==> config.mk <==
export PLATFORM = sky130hd
export DESIGN_NAME = io_port_ctrl
export DESIGN_NICKNAME = d
export VERILOG_FILES = /design/src/rtl/io_pkg.sv /design/src/rtl/io_port_sync.sv /design/src/rtl/io_port_ctrl.sv
export SDC_FILE = /design/constraint.sdc
export NUM_CORES = 1
export LEC_CHECK = 0
export BUFFER_PORTS_ARGS = -buffer_cell sky130_fd_sc_hd__buf_2
export CORE_AREA = 2 2 112 114
export CTS_CLUSTER_SIZE = 10
export DETAILED_ROUTE_END_ITERATION = 6
export DIE_AREA = 0 0 114 116
export MAX_ROUTING_LAYER = met4
export SLEW_MARGIN = 10
export SYNTH_ARGS = -nofsm -noshare
export SYNTH_HDL_FRONTEND = slang
export SYNTH_SLANG_ARGS = --single-unit
export TNS_END_PERCENT = 1
==> constraint.sdc <==
create_clock -name clk -period 13.41 [get_ports clk]
set_input_delay 2.0115 -clock clk [delete_from_list [all_inputs] [get_ports clk]]
set_output_delay 2.0115 -clock clk [all_outputs]
set_load 0.03 [all_outputs]
==> src/rtl/io_pkg.sv <==
`default_nettype none
// ============================================================================
// Module      : io_pkg
// Description : Shared types, constants and helpers for the I/O port controller.
// Revision    : 1.0 - initial release
// ============================================================================
package io_pkg;

    // Service handshake states of the interrupt sequencer
    typedef enum logic [1:0] {
        IDLE    = 2'd0,
        REQ     = 2'd1,
        SERVICE = 2'd2
    } io_state_e;

    localparam int SYNC_STAGES = 2;
    localparam int MAX_PORTS   = 32;

    // Lowest set index of vec; returns 0 for an all-zero vector.
    function automatic int lowest_set(input logic [MAX_PORTS-1:0] vec);
        int idx;
        idx = 0;
        for (int i = MAX_PORTS - 1; i >= 0; i--) begin
            if (vec[i]) begin
                idx = i;
            end
        end
        return idx;
    endfunction

endpackage : io_pkg
`default_nettype wire

==> src/rtl/io_port_sync.sv <==
`default_nettype none
// ============================================================================
// Module      : io_port_sync
// Description : Multi-flop input synchroniser for one port with change detect.
// Revision    : 1.0 - initial release
// ============================================================================
module io_port_sync
    import io_pkg::*;
#(
    parameter int WIDTH = 8
) (
    input  logic             clk,
    input  logic             reset,
    input  logic [WIDTH-1:0] in_i,
    output logic [WIDTH-1:0] sync_o,
    output logic             change_o
);

    logic [WIDTH-1:0] stage_q [SYNC_STAGES];
    logic [WIDTH-1:0] prev_q;

    always_ff @(posedge clk or posedge reset) begin
        if (reset) begin
            for (int i = 0; i < SYNC_STAGES; i++) begin
                stage_q[i] <= '0;
            end
            prev_q <= '0;
        end else begin
            stage_q[0] <= in_i;
            for (int i = 1; i < SYNC_STAGES; i++) begin
                stage_q[i] <= stage_q[i-1];
            end
            prev_q <= stage_q[SYNC_STAGES-1];
        end
    end

    assign sync_o   = stage_q[SYNC_STAGES-1];
    // Any bit difference counts; the flag lasts exactly one cycle per change
    assign change_o = (stage_q[SYNC_STAGES-1] != prev_q);

endmodule : io_port_sync
`default_nettype wire

==> src/rtl/io_port_ctrl.sv <==
`default_nettype none
// ============================================================================
// Module      : io_port_ctrl
// Description : Parametrised input/output port block with change interrupts.
// Revision    : 1.0 - initial release
// ============================================================================
module io_port_ctrl
    import io_pkg::*;
#(
    parameter int WIDTH  = 8,
    parameter int NPORTS = 4,
    parameter int PSEL_W = $clog2(NPORTS)
) (
    input  logic                     clk,
    input  logic                     reset,
    input  logic [NPORTS*WIDTH-1:0]  in_p,
    output logic [NPORTS*WIDTH-1:0]  out_p,
    input  logic [PSEL_W-1:0]        sel,
    input  logic [WIDTH-1:0]         wr_data,
    input  logic                     we_port,
    input  logic                     we_mask,
    output logic [WIDTH-1:0]         rd_data,
    output logic                     irq,
    input  logic                     int_ack,
    input  logic                     int_done,
    output logic [PSEL_W-1:0]        int_id,
    output logic                     in_service
);

    if (NPORTS < 2 || NPORTS > WIDTH || NPORTS > MAX_PORTS) begin : g_param_check
        $error("io_port_ctrl: NPORTS must lie in 2..WIDTH");
    end

    logic [WIDTH-1:0]        sync_w [NPORTS];
    logic [NPORTS-1:0]       change_w;
    logic [NPORTS*WIDTH-1:0] out_q;
    logic [NPORTS-1:0]       mask_q;
    logic [NPORTS-1:0]       pending_q;
    logic [NPORTS-1:0]       pending_d;
    logic [NPORTS-1:0]       active_w;
    logic [NPORTS-1:0]       clr_w;
    logic [MAX_PORTS-1:0]    active_ext_w;
    logic [PSEL_W-1:0]       winner_w;
    logic                    grant_w;
    io_state_e               state_q;
    logic                    irq_q;
    logic                    in_service_q;
    logic [PSEL_W-1:0]       int_id_q;

    for (genvar g = 0; g < NPORTS; g++) begin : g_port
        io_port_sync #(
            .WIDTH    (WIDTH)
        ) u_sync (
            .clk      (clk),
            .reset    (reset),
            .in_i     (in_p[g*WIDTH +: WIDTH]),
            .sync_o   (sync_w[g]),
            .change_o (change_w[g])
        );
    end

    // Out-of-range selects match no port, so the read returns zero
    always_comb begin
        rd_data = '0;
        for (int i = 0; i < NPORTS; i++) begin
            if (sel == PSEL_W'(i)) begin
                rd_data = sync_w[i];
            end
        end
    end

    always_ff @(posedge clk or posedge reset) begin
        if (reset) begin
            out_q  <= '0;
            mask_q <= '0;
        end else begin
            for (int i = 0; i < NPORTS; i++) begin
                if (we_port && (sel == PSEL_W'(i))) begin
                    out_q[i*WIDTH +: WIDTH] <= wr_data;
                end
            end
            if (we_mask) begin
                mask_q <= wr_data[NPORTS-1:0];
            end
        end
    end

    assign active_w = pending_q & mask_q;

    always_comb begin
        active_ext_w                = '0;
        active_ext_w[NPORTS-1:0]    = active_w;
    end

    assign winner_w = PSEL_W'(lowest_set(active_ext_w));
    assign grant_w  = (state_q == REQ) && int_ack && (|active_w);
    assign clr_w    = grant_w ? ({{(NPORTS-1){1'b0}}, 1'b1} << winner_w) : '0;

    // Set after clear so a same-cycle change event on the winner survives
    assign pending_d = (pending_q & ~clr_w) | change_w;

    always_ff @(posedge clk or posedge reset) begin
        if (reset) begin
            pending_q <= '0;
        end else begin
            pending_q <= pending_d;
        end
    end

    always_ff @(posedge clk or posedge reset) begin
        if (reset) begin
            state_q      <= IDLE;
            irq_q        <= 1'b0;
            in_service_q <= 1'b0;
            int_id_q     <= '0;
        end else begin
            case (state_q)
                IDLE: begin
                    if (|active_w) begin
                        state_q <= REQ;
                        irq_q   <= 1'b1;
                    end
                end
                REQ: begin
                    if (grant_w) begin
                        state_q      <= SERVICE;
                        int_id_q     <= winner_w;
                        irq_q        <= 1'b0;
                        in_service_q <= 1'b1;
                    end else if (!(|active_w)) begin
                        // Request withdrawn, e.g. by a mask write
                        state_q <= IDLE;
                        irq_q   <= 1'b0;
                    end
                end
                SERVICE: begin
                    if (int_done) begin
                        state_q      <= IDLE;
                        in_service_q <= 1'b0;
                    end
                end
                default: begin
                    state_q      <= IDLE;
                    irq_q        <= 1'b0;
                    in_service_q <= 1'b0;
                end
            endcase
        end
    end

    assign out_p      = out_q;
    assign irq        = irq_q;
    assign in_service = in_service_q;
    assign int_id     = int_id_q;

endmodule : io_port_ctrl
`default_nettype wire

==> qor.yml <==
finish:
  drive_above_1_share_pct: 44.1
  num-fill-cells: 1026
  syn_to_final_growth_pct: 25.6
  fin_util_pct: 50.1
  multi_input_area_mm2: 0.00117
  antennaDiodeCount: 0
  seq_area_mm2: 0.00355
  finalNetCount: 423
worst_hold_path:
  min_from: "g_port[1].u_sync.stage_q[10]"
  holdPathStages: 0
  hold_end: "g_port[1].u_sync.sync_o[2]"
  hp-class: "reg -> reg"
worst_setup_path:
  worst_setup_path_end_kind: "output pin"
  crit_top_cell: "buf_2"
  rrSetupSlack_ns: 12.03
  cp.required_ns: 11.40
  worstPathMaxFanout: 12
  crit_buf_inv: 2
  critical_path_class: "in -> out"
  r2r_end: "pending_q[3]"
  cpPeakStageDelay_ns: 0.64
  ff2ff_path_depth: 4
  worstPathCellList: "buf_2, mux4_1, buf_2"
  cp_slowest_cell: "mux4_1"
  r2r-start: "mask_q[0]"
  arrival_ns: 3.21
  cp_top_family: "multiplexers"
  critPathLaunchType: "input pin"
detailed_routing:
  drc_errors: 0
  drtPass1Iterations: 4
  drtAntennaViolNets: 0
  via_count: 2459
  finalWirelength_um: 8340
  via_per_inst: 4.60
  wl_per_cell_um: 15.6
  drt_iter0_markers: 115
logic_synthesis:
  syn-num-nets: 314
  syn_area_mm2: 0.00475
  avgSynthCellArea_um2: 17.9
  synth.most_common_cell: "dfrtp_1"
  synth_top_cell_area_share_pct: 74.8
  syn_inst: 266
  synth.distinct_cells: 27
  ys_warn_count: 0
  yosys.area.top_type: "dfrtp_1"
  yosys-top-cells-area: "dfrtp_1, mux2_2, xnor2_1"
  async_flop_share_pct: 100
  seq_area_frac_synth_pct: 74.8
  synth_edf_count: 0
  synth-seq-cells: 142
  synth_commonest_cells: "dfrtp_1, mux2_2, xnor2_1"
  synth_top_flop_cell: "dfrtp_1"
die:
  die_w_um: 114
  die-area_mm2: 0.0132
  ios: 92
  core-area_mm2: 0.0119
  start_util_pct: 39.9
  row_count: 40
  die_height_um: 116
cts:
  clock-sinks: 142
  cts_resized: 0
  postCtsHoldBufs: 0
  cts_buffers: 17
  clockRootBuffer: "clkbuf_16"
  clock_path_buffers: 2
  post_cts_buffers: 0
  clkLatencyLatePin_ns: 0.41
  path_clk_slew_ns: 0.06
  cts_tree: "yes"
  h-tree-depth: 4
global_routing:
  busiest_layer: "met2"
  overflow: 0
  grt_pass1_wl_um: 13400
  first_global_vias: 2566
  use_met2_pct: 21.3
  grt_max_degree: 78
  met1_usage_pct: 18.1
  antenna_found_initial: 0
  met3_usage_pct: 4.65
  grt_usage_pct: 14.2
power_and_ir_drop:
  power_leakage_uw: 0.00270
  power.density_mw_per_mm2: 185
  ir_worst_vdd_mv: 0.101
  power_uw: 1110
placed_design:
  dp_hpwl_um: 5760
  io_buffers: 91
  gp_routability_congestion: 0.785
flow_run:
  cap_violations: 0
sta:
  max-slew-margin-rel_pct: 38.9
  finalSetupTns_ns: 0
  fmax_ghz: 0.192
  setup_viol: 0
  min_period_ns: 5.22
  fin_hold_ws_ns: 0.347
  hold_viol_final: 0
  finalCritPeriodShare_pct: 38.9
  rsz0062_at_grt: "no"
  worst_pin_slew_ns: 0.916
  clock_skew_ns: 0.00752
  drv_slew: 0
status:
  outcome: "finished clean"
-- area by class of cell --
| class | instances | area share, % |
|---|---|---|
| Sequential cell | 142 | 59.6 |
| Multi-Input combinational cell | 120 | 19.6 |
| Timing Repair Buffer | 92 | 7.76 |
| Clock buffer | 19 | 7.59 |
| Tap cell | 147 | 3.08 |
| Clock inverter | 13 | 2.18 |
| Inverter | 2 | 0.210 |
-- metal layers --
layer / vias up / share of wire (%)
met4: 0 / 0.73
met2: 54 / 51
met1: 1245 / 45
met5: - / 0
li1: 1154 / -
met3: 6 / 4.0
-- stage by stage --
step	cell area, µm²	setup slack [ns]	std cells
CTS	5960	8.17	535
finish	5960	8.19	535
detailed placement	5380	8.20	503
global route	5960	8.14	535
global placement	5380	8.19	503
floorplan	4750	7.59	266
-- worst max path at each step --
stage | start | to | slack (ns) | cells past startpoint
5_1_grt | sel[0] | rd_data[2] | 8.14 | 3
2_1_floorplan | reset | g_port[0].u_sync.prev_q[0] | 7.59 | 1
4_1_cts | sel[0] | rd_data[2] | 8.17 | 3
3_5_place_dp | sel[0] | rd_data[2] | 8.20 | 3
3_3_place_gp | sel[0] | rd_data[2] | 8.19 | 3
6_report | sel[0] | rd_data[2] | 8.19 | 3
-- kinds of logic (layout without fill, tap and decap cells) --
kind of cell | count (synthesis) | in the layout | synth area share, %
multiplexers | 45 | 45 | 12.8
flip-flops | 142 | 142 | 74.8
buffers and inverters | 4 | 126 | 0.553
AND/OR/NAND/NOR | 27 | 27 | 3.56
AO/OA/AOI/OAI | 16 | 16 | 2.35
XOR/XNOR | 32 | 32 | 5.90
-- power breakdown --
group / internal, µW / switching, µW / total, µW
combinational: 59.3 / 101 / 160
clock: 269 / 181 / 450
sequential: 472 / 24.5 / 496
-- flip-flops by register name, summed over array words and instances, names as in the netlist --
name and count:
pending_q 4, out_p 32, g_port.u_sync.stage_q 32, int_id 2, g_port.u_sync.prev_q 32, irq 1, g_port.u_sync.sync_o 32, in_service 1
mask_q 4, state_q 2
-- layout by cell type (no fill, tap or decap) --
| cell | Yosys | layout |
|---|---|---|
| nor3b_4 | 1 | 1 |
| buf_4 | 1 | 1 |
| and3b_1 | 1 | 1 |
| mux4_2 | 5 | 5 |
| dfrtp_1 | 142 | 142 |
| xor2_1 | 8 | 8 |
| bufinv_16 | 0 | 1 |
| nand4_1 | 6 | 6 |
| inv_6 | 0 | 5 |
| clkinvlp_4 | 0 | 5 |
| xnor2_1 | 24 | 24 |
| o31ai_1 | 1 | 1 |
| nand3_2 | 1 | 1 |
| buf_2 | 0 | 91 |
| o21bai_1 | 1 | 1 |
| mux4_1 | 3 | 3 |
| a21o_1 | 3 | 3 |
| nand3b_1 | 1 | 1 |
| a211o_1 | 2 | 2 |
| o21ai_0 | 1 | 1 |
| nor4_1 | 2 | 2 |
| nand2_1 | 6 | 6 |
| a32oi_1 | 1 | 1 |
| clkinv_2 | 0 | 1 |
| inv_1 | 2 | 1 |
| clkbuf_16 | 0 | 17 |
| clkbuf_8 | 0 | 2 |
| nand3_1 | 2 | 2 |
| nor2_1 | 5 | 5 |
| a21oi_1 | 5 | 5 |
| a22o_1 | 2 | 2 |
| nand3b_2 | 2 | 2 |
| mux2_2 | 37 | 37 |
| inv_8 | 0 | 2 |
(Power assumes the default switching activity.)
